File: config.mk
export PLATFORM = sky130hd
export DESIGN_NAME = ram_arbiter
export DESIGN_NICKNAME = d
export VERILOG_FILES = /design/src/rtl/ram_arbiter.sv
export SDC_FILE = /design/constraint.sdc
export NUM_CORES = 1
export LEC_CHECK = 0
export ABC_AREA = 0
export CORE_AREA = 2 2 121 123
export CTS_BUF_LIST = sky130_fd_sc_hd__clkbuf_4
export DETAILED_ROUTE_END_ITERATION = 10
export DIE_AREA = 0 0 123 125
export PLACE_DENSITY_LB_ADDON = 0.05
export SETUP_SLACK_MARGIN = 0.4
export SLEW_MARGIN = 20
export SYNTH_ARGS = -nofsm -noshare
export SYNTH_HDL_FRONTEND = slang
export SYNTH_SLANG_ARGS = --single-unit
File: constraint.sdc
create_clock -name clk -period 2.29 [get_ports clk]
set_input_delay 0.3435 -clock clk [delete_from_list [all_inputs] [get_ports clk]]
set_output_delay 0.3435 -clock clk [all_outputs]
set_load 0.03 [all_outputs]
File: src/rtl/ram_arbiter.sv
// Two-port arbiter in front of a single-ported RAM.
// Lock ownership, round-robin/fixed ties, starvation override, read return.
module ram_arbiter #(
   parameter int AW         = 32,
   parameter int FIXED_PRIO = 0,
   parameter int MAX_WAIT   = 8
) (
   input  logic          clk,
   input  logic          rst,
   input  logic          p0_req,
   input  logic          p0_wen,
   input  logic [3:0]    p0_flag,
   input  logic [AW-1:0] p0_addr,
   input  logic [31:0]   p0_wdata,
   input  logic          p0_lock,
   input  logic          p1_req,
   input  logic          p1_wen,
   input  logic [3:0]    p1_flag,
   input  logic [AW-1:0] p1_addr,
   input  logic [31:0]   p1_wdata,
   input  logic          p1_lock,
   output logic          p0_gnt,
   output logic          p0_rvalid,
   output logic [31:0]   p0_rdata,
   output logic          p1_gnt,
   output logic          p1_rvalid,
   output logic [31:0]   p1_rdata,
   output logic          mem_cen,
   output logic          mem_wen,
   output logic [3:0]    mem_flag,
   output logic [AW-1:0] mem_addr,
   output logic [31:0]   mem_wdata,
   input  logic [31:0]   mem_rdata
);

   typedef enum logic [1:0] {IDLE, OWN0, OWN1} state_t;

   localparam logic [7:0] WMAX = 8'(MAX_WAIT);

   state_t     state_q, state_d;
   logic       last_gnt_q, last_gnt_d;
   logic [7:0] wait0_q, wait0_d;
   logic [7:0] wait1_q, wait1_d;
   logic       rv0_q, rv0_d;
   logic       rv1_q, rv1_d;

   logic req0, req1;
   logic starve0, starve1;
   logic sel0, sel1;

   // Requests are masked while reset is held so nothing reaches memory.
   assign req0    = p0_req & rst;
   assign req1    = p1_req & rst;
   assign starve0 = req0 && (wait0_q == WMAX);
   assign starve1 = req1 && (wait1_q == WMAX);

   // State register.
   always_ff @(posedge clk or negedge rst) begin
      if (!rst) begin
         state_q <= IDLE;
      end else begin
         state_q <= state_d;
      end
   end

   // Next state: a grant decides ownership, otherwise hold.
   always_comb begin
      state_d = state_q;
      if (p0_gnt) begin
         state_d = p0_lock ? OWN0 : IDLE;
      end else if (p1_gnt) begin
         state_d = p1_lock ? OWN1 : IDLE;
      end
   end

   // Grant select: starvation first, then owner, then tie-break.
   always_comb begin
      sel0 = 1'b0;
      sel1 = 1'b0;
      if (starve0) begin
         sel0 = 1'b1;
      end else if (starve1) begin
         sel1 = 1'b1;
      end else begin
         case (state_q)
            OWN0: sel0 = 1'b1;
            OWN1: sel1 = 1'b1;
            default: begin
               if (req0 && req1) begin
                  if (FIXED_PRIO != 0 || last_gnt_q) sel0 = 1'b1;
                  else                               sel1 = 1'b1;
               end else begin
                  sel0 = req0;
                  sel1 = req1;
               end
            end
         endcase
      end
   end

   assign p0_gnt  = req0 & sel0;
   assign p1_gnt  = req1 & sel1;
   assign mem_cen = p0_gnt | p1_gnt;

   // Memory command mirrors the granted port, zero when idle.
   always_comb begin
      mem_wen   = 1'b0;
      mem_flag  = 4'b0000;
      mem_addr  = '0;
      mem_wdata = '0;
      if (p0_gnt) begin
         mem_wen   = p0_wen;
         mem_flag  = p0_flag;
         mem_addr  = p0_addr;
         mem_wdata = p0_wdata;
      end else if (p1_gnt) begin
         mem_wen   = p1_wen;
         mem_flag  = p1_flag;
         mem_addr  = p1_addr;
         mem_wdata = p1_wdata;
      end
   end

   // Wait counters, last-grant history and read-return pipeline.
   always_comb begin
      last_gnt_d = last_gnt_q;
      if (p0_gnt)      last_gnt_d = 1'b0;
      else if (p1_gnt) last_gnt_d = 1'b1;
      wait0_d = 8'd0;
      if (req0 && !p0_gnt)
         wait0_d = (wait0_q == WMAX) ? wait0_q : wait0_q + 8'd1;
      wait1_d = 8'd0;
      if (req1 && !p1_gnt)
         wait1_d = (wait1_q == WMAX) ? wait1_q : wait1_q + 8'd1;
      rv0_d = p0_gnt & ~p0_wen;
      rv1_d = p1_gnt & ~p1_wen;
   end

   // Datapath flops; last_gnt resets to 1 so the first tie goes to port 0.
   always_ff @(posedge clk or negedge rst) begin
      if (!rst) begin
         last_gnt_q <= 1'b1;
         wait0_q    <= 8'd0;
         wait1_q    <= 8'd0;
         rv0_q      <= 1'b0;
         rv1_q      <= 1'b0;
      end else begin
         last_gnt_q <= last_gnt_d;
         wait0_q    <= wait0_d;
         wait1_q    <= wait1_d;
         rv0_q      <= rv0_d;
         rv1_q      <= rv1_d;
      end
   end

   assign p0_rvalid = rv0_q;
   assign p1_rvalid = rv1_q;
   assign p0_rdata  = rv0_q ? mem_rdata : 32'd0;
   assign p1_rdata  = rv1_q ? mem_rdata : 32'd0;

endmodule

==> results.sh, run 1 <==
export IMPL_worst_pin_slew_ps=433.0
export IMPL_max_vdd_ir_drop_v=0.0003897
export IMPL_crit_family="buffers and inverters"
export IMPL_fin_area_um2=8215
export IMPL_powerDensity_nw_per_um2=588.7
export IMPL_first_global_vias=4568
export IMPL_die_w_um=123
export IMPL_end_kind="output port"
export IMPL_clkTransAtPathRegs_ps=120
export IMPL_failed_checks="negative setup slack"
export IMPL_yosysWarnings=0
export IMPL_yosys_top_cells_count="nand3_1 (77), nand2_1 (74), and2_1 (66), o21ai_1 (55), nor2_1 (21)"
export IMPL_hold_violations=0
export IMPL_skew_ps=1.055
export IMPL_cp_num_buf_inv=6
export IMPL_setup_viol=72
export IMPL_synthArstFlopShare_pct=100.0
export IMPL_synth_most_common_cell="nand3_1"
export IMPL_initial_core_util_pct=18.93
export IMPL_clock_latency_ps=300
export IMPL_clock_power_share_pct=3.9
export IMPL_setup_ws_ps=-601.0
export IMPL_synthesis_nets=601
export IMPL_clockBufferDepth=2
export IMPL_hold_buffers=0
export IMPL_rsz0062_at_grt="yes"
export IMPL_grt_antenna_before_repair=0
export IMPL_synthToLayoutAreaGrowth_pct=205.5
export IMPL_drive_gt1_share_pct=43.66
export IMPL_drv_cap=0
export IMPL_slowest_delay_ps=410
export IMPL_p_seq_share_pct=9.2
export IMPL_die_h_um=125
export IMPL_drt_iter0_markers=90
export IMPL_n_antenna_cell=0
export IMPL_path_class="flip-flop to output port"
export IMPL_drc=0
export IMPL_synth_avg_cell_area_um2=6.417
export IMPL_grt_pass1_wl_mm=24.12
export IMPL_wl_per_cell_um=16.61
export IMPL_ant_nets=0
export IMPL_pwr_share_comb_pct=87.0
export IMPL_grt_overflow_total=0
export IMPL_switching_share_pct=47.28
export IMPL_synthTopCellsByArea="dfrtp_1 (19%), and2_1 (15%), nand3_1 (14%)"
export IMPL_cts_buffers=3
export IMPL_ys_types=33
export IMPL_cp_required_ps=1950
export IMPL_vias=4428
export IMPL_cp_arrival_ps=2550
export IMPL_firstDrtPassIters=4
export IMPL_hold_ws_ps=495.3
export IMPL_fin_nets=964
export IMPL_grt_max_degree=39
export IMPL_synth_edff_count=0
export IMPL_coreArea_um2=14200
export IMPL_viasPerCell=4.589
export IMPL_synth_top_cell_by_area="dfrtp_1"
export IMPL_htree_levels=1
export IMPL_grtUsageTotal_pct=19.68
export IMPL_total_power_mw=4.837
export IMPL_cts_sinks=21
export IMPL_fin_crit_ps=2891
export IMPL_crit_fanout=7
export IMPL_synth_flop_cell="dfrtp_1"
export IMPL_dp_slack_ps=-571.5
export IMPL_status="finished with violations"
export IMPL_yosysTopAreaCellShare_pct=18.61
export IMPL_synth_area_um2=2689
export IMPL_routed_wl_mm=16.03
export IMPL_placedInstanceArea_um2=7023
export IMPL_maxSlewHeadroom_pct=71.13
export IMPL_ys_seq_area_share_pct=19.59
export IMPL_cts_tree="yes"
export IMPL_synth_cells=419
export IMPL_power_switching_mw=2.287
export IMPL_place_congestion=0.8170
export IMPL_finalCritPeriodShare_pct=126.2
export IMPL_hp_class="input port to async pin"
export IMPL_rows=44
export IMPL_path_cells="inv_2 -> ha_4 -> nor4b_4 -> and4_4 -> buf_6 -> o2111a_2 -> buf_12 -> buf_12 -> clkbuf_16 -> nand2_1 -> o21ai_4 -> buf_6"
export IMPL_hpwl_mm=11.58
export IMPL_cpMaxStageDelayCell="dfrtp_1"
export IMPL_ys_ff_latch=21
export IMPL_post_place_cells=926
export IMPL_p_int_mw=2.550
export IMPL_final_cells=965
export IMPL_ff2ff_setup_slack_ps=70
export IMPL_io_buffers=313
export IMPL_p_leak_nw=3.466
export IMPL_start_kind="flip-flop"
export IMPL_max_freq_mhz=345.9
export IMPL_io_pins=314
export IMPL_cts_root_buf="clkbuf_4"
export IMPL_dieArea_um2=15380
export IMPL_slew_viol_final=0
registers in the layout, summed over array words and instances, names as in the netlist:
register,flops
last_gnt_q,1
p0_rvalid,1
p1_rvalid,1
state_q,2
wait0_q,8
wait1_q,8
timing repair:
item                                    CTS  global route
gates resized for setup                 281            44
gates cloned                              6             2
endpoints found under the setup margin  144           132
pin swaps                                25            59
setup buffers                            18             9
layout make-up:
class / instances / area, µm²
flip-flops and latches: 21 / 529.3
fillers: 1263 / 5988
repair buffers: 395 / 4390
multi-input cells: 354 / 3012
clock buffers: 3 / 22.52
well taps: 184 / 230.2
inverters: 7 / 26.28
clock inverters: 1 / 5.005
power by group through the flow:
| stage | registers [mW] | logic, mW | clock network, mW |
|---|---|---|---|
| 2_1_floorplan | 0.454 | 1.94 | 0 |
| 3_3_place_gp | 0.447 | 3.27 | 0 |
| 3_5_place_dp | 0.449 | 3.29 | 0 |
| 4_1_cts | 0.448 | 4.04 | 0.191 |
| 5_1_grt | 0.447 | 4.44 | 0.209 |
| 6_report | 0.443 | 4.21 | 0.186 |
per-layer routing:
layer | vias to the layer above | GRT usage [%] | share of wire [%] | wire length, µm
met5 | - | 0 | 0 | 0
met4 | 0 | 2.340 | 1.1 | 172
met3 | 10 | 4.380 | 7.8 | 1246
met2 | 211 | 40.04 | 56 | 9047
met1 | 2070 | 20.47 | 35 | 5566
li1 | 2137 | - | - | -
cell families (layout without fill, tap and decap cells):
logic type	Yosys count	in the layout	synth area share [%]
AO/OA/AOI/OAI	81	81	15.73
XOR/XNOR	12	12	3.909
adder cells (fa/ha/maj)	6	6	2.792
buffers and inverters	44	406	9.725
flip-flops	21	21	19.59
multiplexers	1	1	0.3723
AND/OR/NAND/NOR	254	254	47.88
cell usage in the layout (no fill, tap or decap), types with 20 or more instances in the layout:
cell type        synthesis  routed
o21ai_4                  0      68
nand2_2                  0      25
nand2_1                 74      21
clkdlybuf4s50_1          0     175
buf_4                    0      48
buf_6                   12      65
and2_1                  66      65
nor2_1                  21      20
dlygate4sd2_1            0      28
nand3_1                 77      76
clkdlybuf4s15_2          0      38
buf_12                   0      30
nand2_4                  0      28
metrics by stage:
stage / TNS [ps] / utilization, %
after global placement: -35550 / 49.45
final: -39650 / 57.84
after CTS: -39550 / 55.60
after detailed placement: -38130 / 49.45
after floorplan: 0 / -
after global routing: -48900 / 57.84
worst paths after layout:
path	startpoint	end	cells after the start
worst max-delay path	wait1_q[0]	mem_wdata[15]	12
worst min-delay path	rst	wait1_q[2]	3
worst max register to register	wait0_q[1]	state_q[0]	12
worst min register to register	wait1_q[7]	wait1_q[7]	2
max in group asynchronous	rst	last_gnt_q	3
min in group clk	p0_lock	state_q[0]	3
worst register-to-register path, stage by stage (launching register included):
cell and delay [ps]:
dfrtp_1 410, inv_1 70, ha_2 160, nor4b_4 230
nand4_2 170, buf_6 150, o2111a_2 140, buf_12 150
buf_12 130, clkbuf_16 160, buf_6 120, buf_6 100
o31ai_2 150
Power figures use the tool's default switching activity.
==> run 2, diff against run 1 <==
--- a/config.mk
+++ b/config.mk
@@ -6,10 +6,10 @@
 export NUM_CORES = 1
 export LEC_CHECK = 0
 export ABC_AREA = 0
-export CORE_AREA = 2 2 121 123
+export CORE_AREA = 2 2 123 125
 export CTS_BUF_LIST = sky130_fd_sc_hd__clkbuf_4
 export DETAILED_ROUTE_END_ITERATION = 10
-export DIE_AREA = 0 0 123 125
+export DIE_AREA = 0 0 125 127
 export PLACE_DENSITY_LB_ADDON = 0.05
 export SETUP_SLACK_MARGIN = 0.4
 export SLEW_MARGIN = 20
==> constraint.sdc (replaced) <==
create_clock -name clk -period 3.5 [get_ports clk]
set_input_delay 0.525 -clock clk [delete_from_list [all_inputs] [get_ports clk]]
set_output_delay 0.525 -clock clk [all_outputs]
set_load 0.03 [all_outputs]
==> results.sh, run 2 (same netlist as run 1, synthesis figures left out) <==
export IMPL_path_cells="inv_2 -> ha_2 -> nor4b_4 -> and4_4 -> buf_4 -> o21ai_4 -> buf_6 -> and2_4 -> clkbuf_16 -> o21ai_4 -> buf_12"
export IMPL_rr_worst_depth=10
export IMPL_post_route_util_pct=46.47
export IMPL_grt_use_met3_pct=4.481
export IMPL_hp_class="flip-flop to flip-flop"
export IMPL_setup_viol=0
export IMPL_max_freq_mhz=326.6
export IMPL_initial_core_util_pct=18.64
export IMPL_grtUsageTotal_pct=20.60
export IMPL_drive_gt1_share_pct=22.83
export IMPL_drc=0
export IMPL_grt_max_degree=63
export IMPL_slew_viol_final=0
export IMPL_total_power_mw=2.699
export IMPL_worstSetupEndpoint="mem_wdata[30]"
export IMPL_place_congestion=0.8532
export IMPL_io_buffers=313
export IMPL_clkTransAtPathRegs_ps=110
export IMPL_fin_nets=919
export IMPL_hold_violations=0
export IMPL_grt_overflow_total=0
export IMPL_rsz0062_at_grt="yes"
export IMPL_die_w_um=125
export IMPL_fin_crit_ps=3062
export IMPL_drv_cap=0
export IMPL_p_leak_nw=2.669
export IMPL_clockBufferDepth=2
export IMPL_worstReg2RegStart="wait1_q[0]"
export IMPL_viasPerCell=4.659
export IMPL_maxSlewHeadroom_pct=43.62
export IMPL_crit_fanout=8
export IMPL_rows=44
export IMPL_grt_pass1_wl_mm=25.33
export IMPL_clock_latency_ps=300
export IMPL_layout_commonest_cell="clkdlybuf4s50_1"
export IMPL_routed_wl_mm=18.37
export IMPL_dieArea_um2=15880
export IMPL_hpwl_mm=12.05
export IMPL_cp_arrival_ps=2540
export IMPL_die_h_um=127
export IMPL_synthToLayoutAreaGrowth_pct=149.3
export IMPL_ff2ff_setup_slack_ps=1210
export IMPL_max_vdd_ir_drop_v=0.0002140
export IMPL_worst_pin_slew_ps=845.6
export IMPL_setup_ws_ps=438.0
export IMPL_cp_required_ps=2970
export IMPL_ant_nets=0
export IMPL_cpMostUsedCell="o21ai_4"
export IMPL_powerDensity_nw_per_um2=402.7
export IMPL_vias=4296
export IMPL_coreArea_um2=14420
export IMPL_wl_per_cell_um=19.92
export IMPL_setup_tns_ps=0
export IMPL_reg_top3="wait0_q: 8 flops, wait1_q: 8 flops, state_q: 2 flops"
export IMPL_cpMaxStageDelayCell="dfrtp_1"
export IMPL_dp_slack_ps=114.1
export IMPL_first_global_vias=4287
export IMPL_hold_buffers=0
export IMPL_end_kind="output port"
export IMPL_worstHoldStart="wait0_q[0]"
export IMPL_finalCritPeriodShare_pct=87.48
export IMPL_cts_tree="yes"
export IMPL_slowest_delay_ps=410
export IMPL_start_kind="flip-flop"
export IMPL_path_class="flip-flop to output port"
export IMPL_firstDrtPassIters=5
export IMPL_startpoint="wait1_q[0]"
export IMPL_status="finished, final reports clean"
export IMPL_final_cell_mix="clkdlybuf4s50_1 (241), nand3_1 (77), and2_1 (65), buf_4 (65), nand2_1 (57)"
export IMPL_grt_antenna_before_repair=2
export IMPL_grtUsageMet1_pct=21.87
export IMPL_cts_sinks=21
export IMPL_grt_use_met2_pct=40.31
export IMPL_io_pins=314
export IMPL_htree_levels=1
export IMPL_cts_root_buf="clkbuf_4"
export IMPL_busiest_layer="met2"
export IMPL_r2r_end="state_q[1]"
export IMPL_skew_ps=0.9492
export IMPL_drt_iter0_markers=150
export IMPL_cts_buffers=3
-- run 2: cell count changes in the layout (fill, tap and decap cells not counted), moves of 28 or more --
cell             before  now
buf_6                65   15
clkdlybuf4s15_2      38    0
clkdlybuf4s50_1     175  241
dlygate4sd2_1        28    0
nand2_1              21   57
o21ai_1               0   43
o21ai_4              68   15
-- run 2: critical path, delay by kind of cell (launching register included) --
family / cells / cell delay, ps
adders and majority gates: 1 / 180
and+or+nand+nor: 3 / 720
buffers and inverters: 5 / 660
AOI/OAI and AO/OA: 2 / 250
DFF: 1 / 410
-- run 2: final cells by class --
type,count,area (µm²)
antenna,2,5.005
clock buffer,4,30.03
fill,1446,7721
inverter,7,26.28
multi-input combinational,357,2222
sequential,21,526.8
tap,184,230.2
timing repair buffer,347,3662
-- run 2: power breakdown --
part	switching, mW	internal [mW]	total, mW
Sequential	0.0335	0.269	0.303
Combinational	1.22	1.05	2.27
Clock	0.0729	0.0522	0.125
-- run 2: how the worst min path moves through the flow --
stage / cells after the start / slack [ps] / to
detailed placement: 2 / 500 / last_gnt_q
global route: 2 / 550 / last_gnt_q
floorplan: 0 / 230 / p0_rvalid
finish: 1 / 520 / wait0_q[0]
global placement: 1 / 500 / wait0_q[0]
CTS: 2 / 520 / last_gnt_q
-- run 2: metal layers --
layer	routed length, µm	vias to the layer above
li1	-	2049
met1	6469	1970
met2	10130	251
met3	1240	26
met4	524	0
met5	0	-
-- run 2: per-stage QoR --
stage | hold WS, ps | instance area (µm²) | std cells
floorplan | 229.4 | 2689 | 419
global placement | 499.4 | 5854 | 885
detailed placement | 499.0 | 5854 | 885
CTS | 518.8 | 6185 | 904
global route | 550.9 | 6703 | 922
finish | 516.1 | 6703 | 922
-- run 2: what timing repair did --
| item | CTS | global route |
|---|---|---|
| resized for setup | 11 | 91 |
| buffers inserted | 7 | 10 |
| cloned | 8 | 6 |
| pin swaps | 3 | 29 |
| setup endpoints to repair | 71 | 70 |
==> run 3, diff against run 2 <==
--- a/config.mk
+++ b/config.mk
@@ -7,7 +7,7 @@
 export LEC_CHECK = 0
 export ABC_AREA = 0
 export CORE_AREA = 2 2 123 125
-export CTS_BUF_LIST = sky130_fd_sc_hd__clkbuf_4
+export CTS_BUF_LIST = sky130_fd_sc_hd__clkbuf_2
 export DETAILED_ROUTE_END_ITERATION = 10
 export DIE_AREA = 0 0 125 127
 export PLACE_DENSITY_LB_ADDON = 0.05
==> results.sh, run 3 (same netlist as run 1, synthesis figures left out) <==
export IMPL_status="finished, final reports clean"
export IMPL_grt_pass1_wl_mm=24.99
export IMPL_drv_cap=0
export IMPL_hold_ws_ps=523.4
export IMPL_layout_commonest_cell="clkdlybuf4s50_1"
export IMPL_setup_tns_ps=0
export IMPL_crit_fanout=7
export IMPL_drt_iter0_markers=156
export IMPL_path_cells="inv_2 -> ha_2 -> nor4b_4 -> and4_4 -> o2111a_2 -> buf_12 -> buf_12 -> nand2_1 -> o21ai_1 -> buf_4"
export IMPL_cts_buffers=3
export IMPL_ant_nets=0
export IMPL_viasPerCell=4.631
export IMPL_maxSlewHeadroom_pct=44.10
export IMPL_clock_latency_ps=310
export IMPL_slowest_delay_ps=430
export IMPL_vias=4274
export IMPL_cpMaxStageDelayCell="dfrtp_1"
export IMPL_synthToLayoutAreaGrowth_pct=144.9
export IMPL_cpMostUsedCell="buf_12"
export IMPL_grt_overflow_total=0
export IMPL_cts_root_buf="clkbuf_2"
export IMPL_clkTransAtPathRegs_ps=190
export IMPL_max_vdd_ir_drop_v=0.0001911
export IMPL_grt_antenna_before_repair=1
export IMPL_path_class="flip-flop to output port"
export IMPL_worstHoldPathCells=2
export IMPL_skew_ps=0.6933
export IMPL_io_pins=314
export IMPL_cp_num_buf_inv=4
export IMPL_routed_wl_mm=18.08
export IMPL_dieArea_um2=15880
export IMPL_post_route_util_pct=45.65
export IMPL_fin_crit_ps=3076
export IMPL_powerDensity_nw_per_um2=396.5
export IMPL_clockBufferDepth=2
export IMPL_setup_ws_ps=423.6
export IMPL_total_power_mw=2.611
export IMPL_p_leak_nw=2.641
export IMPL_hpwl_mm=12.05
export IMPL_wl_per_cell_um=19.59
export IMPL_rr_worst_depth=10
export IMPL_slew_viol_final=0
export IMPL_hp_class="flip-flop to flip-flop"
export IMPL_rsz0062_at_grt="yes"
export IMPL_first_global_vias=4270
export IMPL_grt_max_degree=63
export IMPL_grtUsageTotal_pct=20.22
export IMPL_place_congestion=0.8532
export IMPL_fin_nets=921
export IMPL_finalCritPeriodShare_pct=87.90
export IMPL_hold_violations=0
export IMPL_dp_slack_ps=114.1
export IMPL_drive_gt1_share_pct=22.49
export IMPL_max_freq_mhz=325.1
export IMPL_rows=44
export IMPL_final_cell_mix="clkdlybuf4s50_1 (241), nand3_1 (77), and2_1 (65)"
export IMPL_firstDrtPassIters=4
export IMPL_coreArea_um2=14420
export IMPL_cts_tree="yes"
export IMPL_hold_buffers=0
export IMPL_worst_pin_slew_ps=838.5
export IMPL_cts_sinks=21
export IMPL_crit_family="simple AND/OR/NAND/NOR gates"
export IMPL_setup_viol=0
export IMPL_reg_top3="wait0_q: 8 flops, wait1_q: 8 flops, state_q: 2 flops"
export IMPL_cp_arrival_ps=2550
export IMPL_die_w_um=125
export IMPL_htree_levels=1
export IMPL_end_kind="output port"
export IMPL_cp_depth=10
export IMPL_io_buffers=313
export IMPL_drc=0
export IMPL_die_h_um=127
export IMPL_start_kind="flip-flop"
export IMPL_cp_required_ps=2970
export IMPL_initial_core_util_pct=18.64
-- run 3: changes by cell type in the layout (fill, tap and decap cells not counted), moves of 2 or more --
| cell | before | now |
|---|---|---|
| o21ai_2 | 12 | 25 |
| nand2_1 | 57 | 61 |
| nand2_2 | 15 | 10 |
| o21ai_4 | 15 | 1 |
| clkbuf_4 | 4 | 0 |
| buf_12 | 16 | 19 |
| clkbuf_2 | 0 | 4 |
| buf_6 | 15 | 18 |
| buf_4 | 65 | 63 |
-- run 3: stage by stage --
step	area (µm²)	instances
6_report	6584	923
5_1_grt	6584	923
4_1_cts	6145	902
3_5_place_dp	5854	885
3_3_place_gp	5854	885
2_1_floorplan	2689	419
-- run 3: area by class of cell --
type	instances	area [µm²]
Antenna cell	1	2.502
Clock buffer	4	20.02
Fill cell	1460	7840
Inverter	7	26.28
Multi-Input combinational cell	357	2097
Sequential cell	21	526.8
Tap cell	184	230.2
Timing Repair Buffer	349	3681
-- run 3: tightest hold or removal path, cell delays in order, from the launching register on --
cell and delay, ps:
dfstp_2 420, nor2_1 90, nor2_1 40
-- run 3: power by group --
part | switching (mW) | internal, mW | leakage [nW]
registers | 0.0336 | 0.270 | 0.286
logic | 1.19 | 1.01 | 2.34
clock network | 0.0717 | 0.0303 | 0.0166
total | 1.30 | 1.31 | 2.64
-- run 3: path summary, 6_finish.rpt --
path | start | end | slack [ps]
hold reg to reg | last_gnt_q | last_gnt_q | 520
hold / removal | last_gnt_q | last_gnt_q | 520
setup reg to reg | wait1_q[0] | state_q[1] | 1220
setup / recovery | wait1_q[0] | mem_wdata[21] | 420
max in group asynchronous | rst | last_gnt_q | 2580
min in group asynchronous | rst | state_q[1] | 650
-- run 3: routing by layer --
layer / share of wire (%) / track usage, %
met2: 54 / 39.35
met4: 3.0 / 6.340
met5: 0 / 0
met3: 6.9 / 4.523
met1: 36 / 21.61
-- run 3: what timing repair did --
action	CTS	global route
pin swaps	4	18
buffers inserted	7	13
gates resized for setup	22	64
endpoints found under the setup margin	71	71
cloned	6	7
==> RTL change 1, RTL diff (config.mk and constraints of run 1) <==
The parameter `FIXED_PRIO` goes from 0 to 1.
--- a/src/rtl/ram_arbiter.sv
+++ b/src/rtl/ram_arbiter.sv
@@ -2,7 +2,7 @@
 // Lock ownership, round-robin/fixed ties, starvation override, read return.
 module ram_arbiter #(
    parameter int AW         = 32,
-   parameter int FIXED_PRIO = 0,
+   parameter int FIXED_PRIO = 1,
    parameter int MAX_WAIT   = 8
 ) (
    input  logic          clk,
Function: changed (a bounded check fails within 4 cycles, from zero or initial values and one cycle with rst low).
==> RTL change 1 against run 1 <==
The flow still finishes with violations (setup timing). Largest cell class unchanged. Worst setup slack gained 0.038 ns. Critical path type unchanged. Register-to-register slack better by 0.07 ns. Total power shrank 8.8%. Cell area shrank 15%. Wire length fell by 5.3%. Area after synthesis is 7.4% higher. Sequential cell count is 1 lower. Sequential power down 8.8%.
==> RTL change 1: results <==
export IMPL_outcome="finished with violations"
export IMPL_failed_checks="setup timing"
export IMPL_peakVddDrop_uv=368
export IMPL_worst_pin_slew_ns=0.337
export IMPL_timing_hold_ws_ns=0.361
export IMPL_via_per_inst=4.66
export IMPL_place_ws_ns=-0.422
export IMPL_grt_pass1_vias=4091
export IMPL_synth_compound_area_share_pct=43.2
export IMPL_crit_fanout=10
export IMPL_synthAdderAreaFrac_pct=2.60
export IMPL_nets=873
export IMPL_grt_max_degree=51
export IMPL_setup_viol=72
export IMPL_leakage_nw=3.03
export IMPL_yosys_area_share_xor_xnor_pct=3.34
export IMPL_grtUsageTotal_pct=17.9
export IMPL_yosysSeqAreaShare_pct=17.3
export IMPL_synth_fp_nets=539
export IMPL_first_iter_violations=127
export IMPL_setup_ws_ns=-0.563
export IMPL_muxShareOfSynthArea_pct=0
export IMPL_setup_tns_ns=-38.69
export IMPL_place_gp_congestion=0.825
export IMPL_cpPeakStageDelay_ns=0.47
export IMPL_reg2reg_slack_ns=0.14
export IMPL_timing_rr_start="wait0_q[0]"
export IMPL_synth_area_leaders="a31o_1, a21boi_0, dfrtp_1"
RTL change 1: power breakdown:
group	internal (mW)	total (mW)	switching (mW)	leakage [nW]
Combinational	1.88	3.82	1.94	2.74
Sequential	0.386	0.404	0.0174	0.274
Clock	0.0638	0.187	0.123	0.0154
Total	2.33	4.41	2.08	3.03
RTL change 1: worst max-delay path by stage:
stage              endpoint       start
2_1_floorplan  mem_addr[12]  wait0_q[0]
3_3_place_gp   mem_wdata[6]         rst
3_5_place_dp   mem_wdata[6]         rst
4_1_cts        mem_wdata[6]  wait0_q[0]
5_1_grt         mem_addr[4]  wait0_q[1]
6_report       mem_wdata[7]  wait0_q[0]
RTL change 1: metal layers:
layer	wire length [um]	global-route usage, %	vias to the layer above
met1	5430	18.6	1895
met3	1310	4.88	19
met5	0	0	-
met2	8140	34.6	177
li1	-	-	1979
met4	312	4.14	0
RTL change 1: worst reg2reg max path, cell delays in order (launching register included):
cell and delay (ns):
dfrtp_1 0.39, inv_1 0.05, ha_1 0.13, or4b_4 0.47, or3_4 0.39, and2_4 0.19
buf_12 0.17, clkinvlp_4 0.10, buf_4 0.09, o31ai_1 0.06
RTL change 1: layout make-up:
class	instances	area, um2	area share [%]
repair buffers	368	3710	53.4
multi-input cells	289	2440	35.1
well taps	184	230	3.32
clock buffers	3	22.5	0.324
flip-flops and latches	20	500	7.21
inverters	9	37.5	0.541
clock inverters	1	3.75	0.0541
RTL change 1: repair_timing:
| action | CTS | global route |
|---|---|---|
| setup buffers | 0 | 1 |
| hold buffers | 0 | 0 |
| pin swaps | 10 | 4 |
| setup endpoints to repair | 158 | 146 |
| cloned | 0 | 5 |
| gates resized for setup | 149 | 121 |
RTL change 1: kinds of logic (layout without fill, tap and decap cells):
family | count (synthesis) | in the layout
compound gates | 155 | 155
simple gates | 117 | 117
buf+inv | 48 | 381
flops | 20 | 20
xor+xnor | 11 | 11
fa+ha+maj | 6 | 6
RTL change 1: per-stage QoR:
stage          cells  utilization [%]  power (mW)  cell area [um2]
6_report         874             48.9        4.41             6940
5_1_grt          874             48.9        4.67             6940
4_1_cts          868             47.8        4.24             6790
3_5_place_dp     864             46.0        3.79             6530
3_3_place_gp     864             46.0        3.78             6530
2_1_floorplan    357                -        2.45             3080
==> RTL change 2, RTL diff (flow settings as in run 1) <==
Without the edit above. Put a register stage on the output `mem_flag`, cleared by the reset. The value now appears one clock later. The other outputs are not delayed to match.
--- a/src/rtl/ram_arbiter.sv
+++ b/src/rtl/ram_arbiter.sv
@@ -36,6 +36,8 @@
    typedef enum logic [1:0] {IDLE, OWN0, OWN1} state_t;
 
    localparam logic [7:0] WMAX = 8'(MAX_WAIT);
+
+   logic [3:0] mem_flag_d;
 
    state_t     state_q, state_d;
    logic       last_gnt_q, last_gnt_d;
@@ -105,17 +107,17 @@
    // Memory command mirrors the granted port, zero when idle.
    always_comb begin
       mem_wen   = 1'b0;
-      mem_flag  = 4'b0000;
+      mem_flag_d = 4'b0000;
       mem_addr  = '0;
       mem_wdata = '0;
       if (p0_gnt) begin
          mem_wen   = p0_wen;
-         mem_flag  = p0_flag;
+         mem_flag_d = p0_flag;
          mem_addr  = p0_addr;
          mem_wdata = p0_wdata;
       end else if (p1_gnt) begin
          mem_wen   = p1_wen;
-         mem_flag  = p1_flag;
+         mem_flag_d = p1_flag;
          mem_addr  = p1_addr;
          mem_wdata = p1_wdata;
       end
@@ -158,5 +160,13 @@
    assign p0_rdata  = rv0_q ? mem_rdata : 32'd0;
    assign p1_rdata  = rv1_q ? mem_rdata : 32'd0;
 
+   always_ff @(posedge clk or negedge rst) begin
+      if (!rst) begin
+         mem_flag <= '0;
+      end else begin
+         mem_flag <= mem_flag_d;
+      end
+   end
+
 endmodule
 
Formal check against the unedited RTL: not equivalent (a bounded check fails within 4 cycles, from zero or initial values and one cycle with rst low).
==> RTL change 2 against run 1 <==
The run still ends with setup timing left. Area after synthesis rose by 3.1%. Worst setup slack improved by 0.20 ns. Cell area fell by 6.1%. Sequential power rose by 21%. Sequential cell count rose by 4. Total power fell by 4.4%. Register-to-register slack improved by 0.19 ns. First-iteration DRC count rose by 27%. Global-route usage fell by 0.96 points. Wire length fell by 4.9%. Combinational power fell by 7.8%. Utilization fell by 3.5 points. Clock power rose by 11%. Critical endpoint is now mem_addr[20].
==> RTL change 2: results <==
export IMPL_cts_setup_buffers=11
export IMPL_syn_inst=423
export IMPL_synth_compound_area_share_pct=14.9
export IMPL_synth_fp_nets=605
export IMPL_failed_checks="setup timing"
export IMPL_synthDistinctLibCells=36
export IMPL_use_met2_pct=36.6
export IMPL_clk_pin_slew_ns=0.14
export IMPL_wl_per_cell_um=16.0
export IMPL_peakVddDrop_uv=309
export IMPL_synth_area_leaders="dfrtp_1, and2_1, nand3_1"
export IMPL_met1_usage_pct=19.8
export IMPL_setup_tns_ns=-24.33
export IMPL_outcome="finished with violations"
export IMPL_cts_resized=226
export IMPL_grt_pass1_vias=4518
export IMPL_gr_usage_met3_pct=3.51
export IMPL_crit_fanout=9
export IMPL_placed_cells=932
export IMPL_setup_viol=68
export IMPL_critical_path_top_delay_family="simple AND/OR/NAND/NOR gates"
export IMPL_clk_latency_ns=0.32
export IMPL_synthAdderAreaFrac_pct=2.71
export IMPL_m1WireLength_mm=5.30
export IMPL_leakage_nw=3.26
export IMPL_first_iter_violations=114
export IMPL_setup_ws_ns=-0.398
export IMPL_drive_above_1_share_pct=42.1
RTL change 2: changes by cell type after synthesis, sizes merged, moves of 2 or more:
cell	run 1	this run
a21oi	0	2
and3	2	5
nor2	21	16
dfrtp	20	24
o21ai	76	72
xor2	10	8
nand3	77	80
nand4	3	0
RTL change 2: path summary, 6_finish.rpt:
check,start,to,cells past startpoint
setup / recovery,wait1_q[1],mem_addr[20],10
hold / removal,rst,wait1_q[6],2
setup reg to reg,wait1_q[1],mem_flag[0],11
hold reg to reg,wait0_q[0],wait0_q[0],2
max in group asynchronous,rst,last_gnt_q,2
min in group clk,p1_flag[3],mem_flag[3],3
RTL change 2: area by class of cell:
class,count,area (um2)
timing repair buffer,383,3900
fill,1324,6490
sequential,25,628
inverter,7,26.3
multi-input combinational,353,2900
tap,184,230
clock buffer,3,22.5
clock inverter,1,7.51
RTL change 2: power by group:
group          internal (mW)  switching [mW]
Clock                 0.0667           0.141
Sequential             0.497          0.0370
Combinational           1.87            2.01
Total                   2.44            2.19
